==> src/rtl/wb_port_arbiter.sv <==
// Register-file write-port arbiter between the WB stage and the MDU.
// MDU results wait in a small FIFO. Pipeline writes win unless a drain is forced.
`timescale 1ns/1ps
module wb_port_arbiter #(
  parameter int DEPTH      = 2,
  parameter int STARVE_MAX = 4
) (
  input  logic                     clk,
  input  logic                     rst,
  input  logic                     pipe_load,
  input  logic [4:0]               pipe_rd,
  input  logic [31:0]              pipe_data,
  input  logic                     mdu_valid,
  input  logic [4:0]               mdu_rd,
  input  logic [31:0]              mdu_data,
  output logic                     mdu_ready,
  output logic                     rf_load,
  output logic [4:0]               rf_rd,
  output logic [31:0]              rf_data,
  output logic                     pipe_stall,
  output logic [$clog2(DEPTH):0]   buf_count
);

  localparam int AW = $clog2(DEPTH);
  localparam int CW = AW + 1;
  localparam int SW = $clog2(STARVE_MAX + 1);

  logic [4:0]    rd_mem   [DEPTH];
  logic [31:0]   data_mem [DEPTH];
  logic [AW-1:0] rptr;
  logic [AW-1:0] wptr;
  logic [CW-1:0] count;
  logic [SW-1:0] starve;

  logic          pipe_req;
  logic          head_req;
  logic          hazard;
  logic          force_head;
  logic          head_win;
  logic          push;
  logic [AW-1:0] idx;

  assign pipe_req  = pipe_load & (pipe_rd != 5'd0);
  assign head_req  = (count != '0);
  assign mdu_ready = (count < CW'(DEPTH));
  assign buf_count = count;
  assign push      = mdu_valid & mdu_ready & (mdu_rd != 5'd0);

  // Any valid entry targeting the same rd must land before the pipeline write.
  always_comb begin
    hazard = 1'b0;
    idx    = '0;
    for (int i = 0; i < DEPTH; i++) begin
      idx = rptr + AW'(i);
      if ((CW'(i) < count) && (rd_mem[idx] == pipe_rd)) hazard = 1'b1;
    end
  end

  assign force_head = head_req & ((count == CW'(DEPTH)) |
                                  (starve == SW'(STARVE_MAX)) |
                                  (pipe_req & hazard));
  assign head_win   = head_req & (force_head | ~pipe_req);

  // Outputs are held quiet while reset is asserted, whatever the WB inputs do.
  always_comb begin
    rf_load    = 1'b0;
    rf_rd      = 5'd0;
    rf_data    = 32'd0;
    pipe_stall = 1'b0;
    if (!rst) begin
      if (head_win) begin
        rf_load    = 1'b1;
        rf_rd      = rd_mem[rptr];
        rf_data    = data_mem[rptr];
        pipe_stall = pipe_req;
      end else if (pipe_req) begin
        rf_load = 1'b1;
        rf_rd   = pipe_rd;
        rf_data = pipe_data;
      end
    end
  end

  always_ff @(posedge clk or posedge rst) begin
    if (rst) begin
      rptr   <= '0;
      wptr   <= '0;
      count  <= '0;
      starve <= '0;
      for (int i = 0; i < DEPTH; i++) begin
        rd_mem[i]   <= 5'd0;
        data_mem[i] <= 32'd0;
      end
    end else begin
      if (push) begin
        rd_mem[wptr]   <= mdu_rd;
        data_mem[wptr] <= mdu_data;
        wptr           <= wptr + AW'(1);
      end
      if (head_win) rptr <= rptr + AW'(1);

      case ({push, head_win})
        2'b10:   count <= count + CW'(1);
        2'b01:   count <= count - CW'(1);
        default: count <= count;
      endcase

      if (head_win || !head_req) starve <= '0;
      else if (starve != SW'(STARVE_MAX)) starve <= starve + SW'(1);
    end
  end

endmodule
==> config.mk <==
export PLATFORM = sky130hd
export DESIGN_NAME = wb_port_arbiter
export DESIGN_NICKNAME = d
export VERILOG_FILES = /design/src/rtl/wb_port_arbiter.sv
export SDC_FILE = /design/constraint.sdc
export NUM_CORES = 1
export LEC_CHECK = 0
export BUFFER_PORTS_ARGS = -buffer_cell sky130_fd_sc_hd__buf_2
export CAP_MARGIN = 10
export CORE_UTILIZATION = 57
export DETAILED_ROUTE_END_ITERATION = 6
export PLACE_DENSITY = 0.83
export SYNTH_ARGS = -nofsm -noshare
export SYNTH_HDL_FRONTEND = slang
export SYNTH_SLANG_ARGS = --single-unit
==> constraint.sdc <==
create_clock -name clk -period 7.03 [get_ports clk]
set_clock_uncertainty 0.1 [all_clocks]
set_input_delay 0.703 -clock clk [delete_from_list [all_inputs] [get_ports clk]]
set_output_delay 0.703 -clock clk [all_outputs]
set_load 0.05 [all_outputs]
**Yosys cells after proc, flatten, opt, wreduce, memory -nomap -nowiden**

Cells that the tools add are included.

- Add/sub/neg operators: 5
- $lt $le $gt $ge: 7
- Equal/unequal tests: 7
- Mux-type cells: 31
- Bitwise operators: 13
- Reduce and logical (&&, ||, !) cells: 10

Operator list:

| operator | number |
|---|---|
| 32-bit 2-to-1 mux | 7 |
| 64-bit bitwise mux | 1 |
| 5-bit 2-to-1 mux | 10 |
| 32-bit demux with 1-bit select | 1 |
| 10-bit bitwise mux | 1 |
| 5-bit equality test | 2 |
| 5-bit nonzero test | 2 |
| 1-bit 2-to-1 mux | 7 |
| 1-bit AND | 6 |
| 2-bit greater-or-equal comparator, second input constant | 3 |
| 3-bit 2-to-1 mux | 2 |
| 1-bit NOT with 2-bit output | 3 |
| 2-bit nonzero test | 3 |
| 5-bit demux with 1-bit select | 1 |
| 2-bit equality test, second input constant | 2 |
| 1-bit by 2-bit less-than comparator with 1-bit output, first input constant | 2 |
| 2-bit one-hot mux with 2 select lines | 1 |
| 3-bit by 1-bit adder with 3-bit output, second input constant | 1 |
| 3-bit equality test, second input constant | 1 |
| 1-bit logical AND | 3 |
| 3-bit inequality test, second input constant | 1 |
| 1-bit bitwise OR | 3 |
| 1-bit adder, second input constant | 2 |
| 2-bit by 1-bit adder with 2-bit output, second input constant | 1 |
| 7 further kinds | 7 |

- Register bits: 81
- Input port bits: 78

**Longest topological paths before layout**

Gate-level depths: netlist of the first run.

- Word-level depth: 15
- Gate-level depth with buffers: 10

**Least setup slack after synthesis of the first run**

OpenSTA, ideal clock, no wires.

- Path kind: input to output
- Start: input rst
- End: output rf_data[0]
- Arrival: 3.796 ns
- Setup slack: 2.431 ns
- Cell stages on the path: 4
- Path buffers: 1
- Cells stage by stage: inv_1 -> o211ai_4 -> buf_2 -> o2bb2ai_1

- Longest elaborated chain between the ends: 1

RTL lines:

| what | RTL line | text |
|---|---|---|
| from (decl) | 9 | `input logic rst,` |
| 32-bit 2-to-1 mux | 70 | `if (!rst) begin` |
| to (decl) | 19 | `output logic [31:0] rf_data,` |

Every way passes these cells.

**Final worst setup path of the first run**

- Start: register rptr
- End: output rf_data[0]

- Longest elaborated chain between the ends: 15
- Elaborated cells on any way between the ends: 25
- Those cells by class: 1 x add/sub; 2 x eq/ne; 13 x mux; 7 x bitwise; 2 x reduce/logical

RTL lines:

| what | RTL line | text |
|---|---|---|
| from (decl) | 30 | `logic [AW-1:0] rptr;` |
| from (signal assigned) | 100 | `if (head_win) rptr <= rptr + AW'(1);` |
| 1-bit adder / 1-bit NOT with 2-bit output (equally long branches) | 54, 55, 74 |  |
| 1-bit NOT with 2-bit output (implied by the code) / 5-bit 2-to-1 mux (equally long branches) | 55 | `if ((CW'(i) < count) && (rd_mem[idx] == pipe_rd)) hazard = 1'b1;` |
| 5-bit 2-to-1 mux (implied by the code) (2 in a row) | 55 |  |
| 5-bit 2-to-1 mux (implied by the code) / 5-bit equality test (equally long branches) | 55 |  |
| 5-bit equality test / 1-bit logical AND (equally long branches) | 55 |  |
| 1-bit logical AND / 1-bit 2-to-1 mux (equally long branches) | 55 |  |
| 1-bit 2-to-1 mux | 55 |  |
| 1-bit AND | 61 | `(pipe_req & hazard));` |
| 1-bit bitwise OR | 60 | `(starve == SW'(STARVE_MAX)) \|` |
| 1-bit AND | 59 | `assign force_head = head_req & ((count == CW'(DEPTH)) \|` |
| 1-bit bitwise OR | 62 | `assign head_win = head_req & (force_head \| ~pipe_req);` |
| 1-bit AND | 62 |  |
| 32-bit 2-to-1 mux (*) | 71 | `if (head_win) begin` |
| 32-bit 2-to-1 mux (*) | 70 |  |

Every way passes the cells marked *; elsewhere a longest branch is shown, timed or not. The select of a mux whose other input is x is not followed.

==> results of run 1 <==
worst register-to-register path, cell delays in order, from the launching register on:
cell and delay (ns):
dfrtp_1 0.40, clkinv_1 0.22, ha_1 0.34, nor4_1 0.52, a31oi_1 0.20, a21oi_1 0.30
ha_1 0.32, nand2_1 0.07, o21ai_0 0.07
sequential cells by signal, summed over array words and instances (netlist names):
register   cells
starve         3
rd_mem        10
rptr           1
wptr           1
buf_count      2
data_mem      64
cells in the final DEF (no fill, tap or decap), drive strengths merged, types with 3 or more instances in the layout:
| cell type | count |
|---|---|
| clkinv | 3 |
| mux2i | 43 |
| nor2 | 3 |
| xnor2 | 9 |
| mux2 | 74 |
| xor2 | 6 |
| a21oi | 4 |
| nor3 | 4 |
| inv | 8 |
| dfrtp | 81 |
| buf | 123 |
| ha | 6 |
| o21ai | 4 |
| clkbuf | 10 |
| o2bb2ai | 37 |
| nand2 | 5 |
final cells by class:
cell class / instances / area [um^2]
Clock buffer: 10 / 138
Clock inverter: 6 / 50.0
Fill cell: 550 / 2160
Inverter: 7 / 27.5
Multi-Input combinational cell: 207 / 2180
Sequential cell: 81 / 2030
Tap cell: 99 / 124
Timing Repair Buffer: 123 / 626
cells by family after synthesis:
logic type / Yosys count / share of synthesized area, %
adder cells (fa/ha/maj): 6 / 1.72
XOR/XNOR: 15 / 3.01
multiplexers: 117 / 29.0
AND/OR/NAND/NOR: 18 / 2.07
AO/OA/AOI/OAI: 51 / 14.0
buffers and inverters: 24 / 3.73
flip-flops: 81 / 46.5
worst paths after layout:
path                              start            to  slack [ns]  cells past startpoint
setup reg to reg           buf_count[1]  buf_count[1]        4.36                      8
hold reg to reg            data_mem[43]  data_mem[43]        0.39                      1
setup / recovery                   rptr    rf_data[0]        2.90                      8
hold / removal             data_mem[43]  data_mem[43]        0.39                      1
min in group asynchronous           rst   data_mem[5]        0.64                      3
max in group asynchronous           rst          rptr        5.53                      3
power by group:
part	leakage, nW	switching (mW)	internal (mW)	total (mW)
clock	0.0899	0.181	0.142	0.323
combinational	1.37	0.804	0.485	1.29
sequential	0.960	0.148	0.703	0.852
total	2.42	1.13	1.33	2.46
per-layer routing:
layer / global-route usage, % / share of wire (%) / vias to the layer above / wire, um
met2: 38.2 / 48 / 89 / 4160
li1: - / - / 1395 / -
met1: 29.7 / 46 / 1431 / 4010
met4: 6.93 / 1.1 / 0 / 97
met5: 0 / 0 / - / 0
met3: 3.79 / 4.3 / 8 / 371
stage by stage:
step / cell area [um^2] / total power, mW
after floorplan: 4360 / 1.91
after global placement: 4990 / 2.12
after detailed placement: 4990 / 2.16
after CTS: 5170 / 2.49
after global routing: 5170 / 2.62
final: 5170 / 2.46
==> results.txt, run 1 <==
Routed wire length: 8.64 mm
Arr. time, crit path: 3.33 ns
Top Ports: 120
Largest net degree at the start of global routing: 82
Yosys warns: 0
Most instantiated cells after synthesis: dfrtp_1, mux2_1, mux2i_1
Mapped Area: 4360 um^2
Final Critical Period: 4.13 ns
Critical path's largest stage delay: 0.69 ns
Fraction of registers with async set/reset: 100%
Mean Syn Cell Area: 14.0 um^2
Placed cell count: 517
Worst skew pair latency: 0.34 ns
CTS Buffer Depth: 2
Yosys top cell by area: dfrtp_1
Clk pin slew, worst setup/hold paths: 0.08 ns
Via count: 2923
IO Port Bufs: 119
Die area: 8010 um^2
Share of the synthesized area in the top cell type: 46.5%
Static Leakage: 2.42 nW
Vias in the first global route: 2832
Cell family with most CP delay: compound AO/OA/AOI/OAI gates
Initial DRC Count: 155
Final setup margin: 2.90 ns
Initial Utilization: 59.5%
Die height: 89.5 um
Dominant synthesized flop cell: dfrtp_1
Max-slew headroom: 23.3%
First-pass GRT wire length: 13.3 mm
Die Span X: 89.5 um
Share of cells above drive strength 1: 40.1%
H-tree Lvls: 3
Dpl hpwl: 6.08 mm
Final std cells w/o fill: 533
Pins Over Slew Limit: 0
Util after Layout: 70.6%
Gr usage total: 22.5%
CP max stage cell: dfrtp_2
Outcome: finished, final reports clean
Fmax: 242 MHz
Residual DRC count: 0
CP required: 6.23 ns
Setup Crit Path Kind: reg -> out
Cell count after synthesis: 312
Post-synth EDFFs: 0
Via density: 5.48
RSZ-0062 raised after global routing: false
Sink Count: 81
CP bufs+invs: 2
CTS root buf: clkbuf_8
Critical Path Sink Type: output pin
Mapped Nets: 396
Number of library cell types mapped by synthesis: 33
Max rail drop VDD: 300 uV
Hold Path Class: reg -> reg
Post-CTS resize count: 0
Ant diodes: 0
Setup Viol. Count Final: 0
ANT nets after route: 0
WHS: 0.388 ns
Top cells by area, synth: dfrtp_1, mux2_1, mux2i_1
CTS tree: done
Critical path, cell by cell: mux2i_1, xor2_1, nand3_1, o21ai_1, o211ai_4, buf_4, o2bb2ai_1, buf_2
Synth Register Bits: 81
Final layout net count: 513
1st-pass router iterations: 4
Setup TNS: 0 ns
Fin crit share: 58.8%
Row count: 31
Global route overflow: 0
Postcts setup bufs: 0
Place WS: 3.28 ns
TritonCTS buffer count: 9
Max-cap violations: 0
Final GP Congestion: 0.811
Register area share after synthesis: 46.5%
Type of origin of the critical path: flip-flop
PwrDens: 476 nW/um^2
Top-count cell post-synth: dfrtp_1
Core footprint: 7330 um^2
Tightest Pin Transition: 1.15 ns
Antenna violations before repair: 0
Maximum fanout along the worst path: 20
Area added between synthesis and finish: 18.6%
Number of hold violations in the final report: 0
Hold-fix buffers, CTS: 0
Drt wl/cell: 16.2 um
(Power assumes the default switching activity.)
==> run 2: changes to the inputs <==
- CORE_UTILIZATION: 57 -> 53
- PLACE_DENSITY: 0.83 -> 0.78
- clock period: 7.03 -> 4.2 ns (I/O delays scaled with it)
==> run 2 against run 1 <==
Worst setup slack worse by 2.2 ns. Count of clock-buffer cells in the layout down 1. Combinational power up 68%. Largest cell class unchanged.
==> results.txt, run 2 (same netlist as run 1, synthesis figures left out) <==
Critical path's largest stage delay: 0.60 ns
Top reg by flops: data_mem
Setup TNS: 0 ns
Row count: 32
PwrDens: 796 nW/um^2
Post-CTS resize count: 0
Final layout net count: 513
Gr usage total: 21.8%
Postcts setup bufs: 0
Ant diodes: 0
H-tree Lvls: 3
Global route hottest layer: met2
Hold-fix buffers, CTS: 0
RSZ-0062 raised after global routing: false
Multi-input logic area: 2180 um^2
Share of cells above drive strength 1: 39.7%
Number of hold violations in the final report: 0
Die height: 92.7 um
Routed wire length: 8.86 mm
Largest net degree at the start of global routing: 82
Initial DRC Count: 120
Type of origin of the critical path: flip-flop
Maximum fanout along the worst path: 30
Max-slew headroom: 23.8%
CP required: 3.68 ns
Antenna violations before repair: 0
Final-layout fill cell count: 622
Sink Count: 81
Internal: 2.26 mW
Clk pin slew, worst setup/hold paths: 0.08 ns
FF/Latch Area: 2030 um^2
Place WS: 1.10 ns
ANT nets after route: 0
Switch Pwr: 1.86 mW
Via density: 5.52
Static Leakage: 2.42 nW
Setup Viol. Count Final: 0
Max reg flops: 64
Global route overflow: 0
Drt wl/cell: 16.6 um
Clock power share: 12.7%
Die Span X: 92.7 um
Fmax: 288 MHz
Dpl hpwl: 6.14 mm
Final Critical Period: 3.47 ns
Max rail drop VDD: 441 uV
Biggest regs: data_mem: 64 flops, rd_mem: 10 flops, starve: 3 flops
Commonest non-fill, non-tap cell in the layout: buf_2
Initial Utilization: 55.6%
CTS Buffer Depth: 2
FF-to-FF path depth: 7
Logic pwr share: 52.7%
Pins Over Slew Limit: 0
Critical path, cell by cell: mux2i_1, xor2_1, nand3_1, o21ai_1, o211ai_4, buf_4, o2bb2ai_1, buf_2
Switching part of the total: 45.2%
Met2 Track Usage GR: 37.0%
Global Route met3 Usage: 3.04%
Outcome: finished, final reports clean
Arr. time, crit path: 2.95 ns
Residual DRC count: 0
CTS tree: done
Final setup margin: 0.734 ns
IO Port Bufs: 119
Seq pwr share: 34.7%
Most frequent cells in the layout: buf_2, dfrtp_1, mux2_1
Via count: 2944
Setup Crit Path Kind: reg -> out
CP max stage cell: dfrtp_2
Area added between synthesis and finish: 18.6%
Hold Path Class: in -> reg
Hold path cells: 2
Worst skew pair latency: 0.33 ns
Fin crit share: 82.5%
Vias in the first global route: 3014
CTS root buf: clkbuf_8
Core footprint: 7850 um^2
Met1 Resource Use GR: 28.7%
Max-cap violations: 0
1st-pass router iterations: 4
Tightest Pin Transition: 1.14 ns
TritonCTS buffer count: 9
Critical Path Sink Type: output pin
Top Ports: 120
Die area: 8600 um^2
First-pass GRT wire length: 14.5 mm
Final GP Congestion: 0.807
run 2: cell types whose count changed in the layout (fill, tap and decap cells not counted), sizes merged:
| cell | before | now |
|---|---|---|
| clkinvlp | 2 | 1 |
| bufinv | 0 | 1 |
| inv | 8 | 5 |
| clkbuf | 10 | 9 |
| clkinv | 3 | 4 |
run 2: path summary, 6_finish.rpt:
path / from / endpoint / slack (ns)
max: rptr / rf_data[5] / 0.73
min: mdu_data[0] / data_mem[0] / 0.21
max reg2reg: buf_count[1] / buf_count[1] / 1.62
min reg2reg: data_mem[59] / data_mem[59] / 0.39
max in group asynchronous: rst / rptr / 2.90
min in group asynchronous: rst / rd_mem[6] / 0.39
run 2: final cells by class:
class                   count  area share (%)
inverters                   7           0.532
flip-flops and latches     81            39.2
clock inverters             4           0.919
well taps                 102            2.47
multi-input cells         207            42.2
clock buffers               9            2.39
repair buffers            123            12.3
run 2: metrics by stage:
stage | util, % | cells | hold slack, ns | cell area [um^2] | power [mW]
2_1_floorplan | - | 312 | 0.357 | 4360 | 3.20
3_3_place_gp | 63.8 | 520 | 0.366 | 5000 | 3.55
3_5_place_dp | 63.8 | 520 | 0.374 | 5000 | 3.64
4_1_cts | 65.9 | 533 | 0.201 | 5170 | 4.17
5_1_grt | 65.9 | 533 | 0.201 | 5170 | 4.39
6_report | 65.9 | 533 | 0.210 | 5170 | 4.12
run 2: critical path: cells and delay by family, from the launching register on:
family / cells / cell delay [ns]
buffers and inverters: 2 / 0.59
and+or+nand+nor: 1 / 0.12
DFF: 1 / 0.60
xor gates and xnor gates: 1 / 0.17
muxes: 1 / 0.33
AOI/OAI and AO/OA: 3 / 0.78
run 2: metal layers:
metal  share of wire, %  routed length (um)
met1                 45                3950
met2                 50                4450
met3                4.2                 376
met4               0.87                  77
met5                  0                   0
run 2: power by group through the flow:
stage	logic (mW)	clock network, mW	registers [mW]
CTS	2.20	0.534	1.43
global route	2.34	0.568	1.48
detailed placement	2.19	0	1.45
global placement	2.14	0	1.41
floorplan	1.82	0	1.38
finish	2.17	0.522	1.43
==> run 3: changes to the inputs <==
- ABC_AREA: unset -> 1
- CORE_UTILIZATION: 53 -> 49
- PLACE_DENSITY: 0.78 -> 0.74
- clock period: 4.2 -> 3 ns (I/O delays scaled with it)
==> run 3 against run 2 <==
Synthesized cell count is 110% higher. Routed wire length up 45%. Power increased by 59%. Sequential cell count is the same. Count of clock-buffer cells in the layout rose by 2. Critical endpoint is now rf_data[7]. Largest cell class unchanged.
==> results.txt, run 3 <==
Outcome: finished, final reports clean
FF-to-FF path depth: 13
Max reg flops: 64
Yosys warns: 0
Top Ports: 120
Die height: 102 um
TritonCTS buffer count: 9
Design Power: 6.56 mW
First-pass GRT wire length: 20.0 mm
Clk pin slew, worst setup/hold paths: 0.08 ns
Static Leakage: 3.13 nW
CTS tree: done
Mean Syn Cell Area: 7.54 um^2
Maximum fanout along the worst path: 29
RR Endpoint: buf_count[1]
Worst skew pair latency: 0.35 ns
Cell count after synthesis: 644
CTS Buffer Depth: 2
Core footprint: 9420 um^2
Most frequent cells in the layout: nand2_1, buf_2, dfrtp_1
Row count: 35
Drt wl/cell: 14.5 um
PwrDens: 1060 nW/um^2
FF-to-FF setup slack: 0.66 ns
Critical path's largest stage delay: 0.44 ns
CTS root buf: clkbuf_8
Synth Register Bits: 81
Dominant synthesized flop cell: dfrtp_1
Gr usage total: 25.2%
Largest net degree at the start of global routing: 75
Placed cell count: 863
Final Critical Period: 2.85 ns
RSZ-0062 raised after global routing: false
Post-synth EDFFs: 0
Commonest non-fill, non-tap cell in the layout: nand2_1
R2R Path Start: rptr
Initial DRC Count: 252
Sink Count: 81
Multi-input logic area: 2660 um^2
WHS: 0.0661 ns
Routed wire length: 12.8 mm
Antenna violations before repair: 0
Dpl hpwl: 8.97 mm
Number of hold violations in the final report: 0
Die Span X: 102 um
Most instantiated cells after synthesis: nand2_1, dfrtp_1, o21ai_0
Register area share after synthesis: 41.7%
Final std cells w/o fill: 884
Top reg by flops: data_mem
Area added between synthesis and finish: 27.4%
Biggest regs: data_mem: 64 flops, rd_mem: 10 flops, starve: 3 flops
Mapped Nets: 728
Pins Over Slew Limit: 0
Max-cap violations: 0
Fin crit share: 94.9%
Top-count cell post-synth: nand2_1
Share of the synthesized area in the top cell type: 41.7%
Top cells by area, synth: dfrtp_1, nand2_1, o21ai_0
Via density: 5.17
Final layout net count: 834
ANT nets after route: 0
Final setup margin: 0.153 ns
CP required: 2.60 ns
Setup Crit Path Kind: reg -> out
Critical Path Sink Type: output pin
Final-layout fill cell count: 842
Max-slew headroom: 48.8%
Yosys top cell by area: dfrtp_1
Tightest Pin Transition: 0.769 ns
Type of origin of the critical path: flip-flop
CP max stage cell: dfrtp_1
Critical path, cell by cell: inv_1, ha_1, inv_1, buf_4, o21ai_2, nand2_1, nand2_1, nor2_2, buf_2
Via count: 4568
Final GP Congestion: 0.852
Initial Utilization: 51.6%
Number of library cell types mapped by synthesis: 30
Post-route design area: 6190 um^2
H-tree Lvls: 3
Fraction of registers with async set/reset: 100%
Die area: 10300 um^2
Share of cells above drive strength 1: 30.7%
IO Port Bufs: 119
Residual DRC count: 0
Vias in the first global route: 4158
Global route overflow: 0
Hold Path Class: in -> async
1st-pass router iterations: 5
Place WS: 0.149 ns
Setup Viol. Count Final: 0
Fmax: 351 MHz
Arr. time, crit path: 2.45 ns
Hold-fix buffers, CTS: 0
Mapped Area: 4860 um^2
Ant diodes: 0
Post-DP Area: 5770 um^2
FF/Latch Area: 2030 um^2
Max rail drop VDD: 435 uV
## run 3: cell types whose count changed in the layout (fill, tap and decap cells not counted), sizes merged, moves of 5 or more
cell	delta
nand2	+227
nand3	+87
mux2	-74
o21ai	+72
inv	+52
mux2i	-43
o2bb2ai	-37
a21oi	+34
clkbuf	+21
nor2	+11
xnor2	-6
buf	-5
xor2	-5
## run 3: power breakdown
part | total [mW] | leakage [nW] | internal (mW) | switching, mW
combinational | 3.74 | 2.01 | 1.24 | 2.51
clock | 0.888 | 0.114 | 0.498 | 0.391
sequential | 1.93 | 1.01 | 1.60 | 0.334
total | 6.56 | 3.13 | 3.33 | 3.23
## run 3: per-layer routing
layer | global-route usage, % | vias to the layer above | wire length, um
met4 | 7.02 | 0 | 165
met5 | 0 | - | 0
met1 | 36.8 | 2125 | 6310
met2 | 39.0 | 152 | 5690
met3 | 3.59 | 17 | 640
li1 | - | 2274 | -
## run 3: layout make-up
type / instances / area share [%]
well taps: 129 / 2.61
multi-input cells: 463 / 43.0
repair buffers: 137 / 14.0
clock inverters: 5 / 1.40
flip-flops and latches: 81 / 32.8
inverters: 57 / 3.72
repair inverters: 1 / 0.142
clock buffers: 11 / 2.29
## run 3: cells by family (layout without fill, tap and decap cells)
group,after synthesis,after routing,synth area share [%]
buf+inv,101,211,10.3
simple gates,338,339,32.3
fa+ha+maj,6,6,1.55
xor+xnor,4,4,0.722
compound gates,114,114,13.4
flops,81,81,41.7
## run 3: how the worst max path moves through the flow
stage	slack [ns]	startpoint	to	cells past startpoint
finish	0.15	buf_count[1]	rf_data[7]	9
global route	0.006	buf_count[1]	rf_data[7]	9
global placement	0.19	rptr	rf_rd[0]	13
CTS	0.01	rptr	rf_data[5]	13
detailed placement	0.15	rptr	rf_data[22]	13
floorplan	-0.11	buf_count[1]	rf_data[28]	8
## run 3: critical path, delay by kind of cell, from the launching register on
kind	cells	cell delay, ns
adder cells (fa/ha/maj)	1	0.25
buffers and inverters	4	0.96
AND/OR/NAND/NOR	3	0.24
AO/OA/AOI/OAI	1	0.19
flip-flops	1	0.44
## run 3: what timing repair did
action | 4_1_cts | 5_1_grt
cloned | 0 | 2
setup endpoints to repair | 35 | 36
setup buffers | 0 | 3
gates resized for setup | 7 | 50
hold endpoints to repair | 0 | 0
## run 3: stage by stage
stage,setup TNS [ns],utilization [%]
6_report,0,65.7
5_1_grt,0,65.7
4_1_cts,0,64.0
3_5_place_dp,0,61.3
3_3_place_gp,0,61.3
2_1_floorplan,-0.105,-
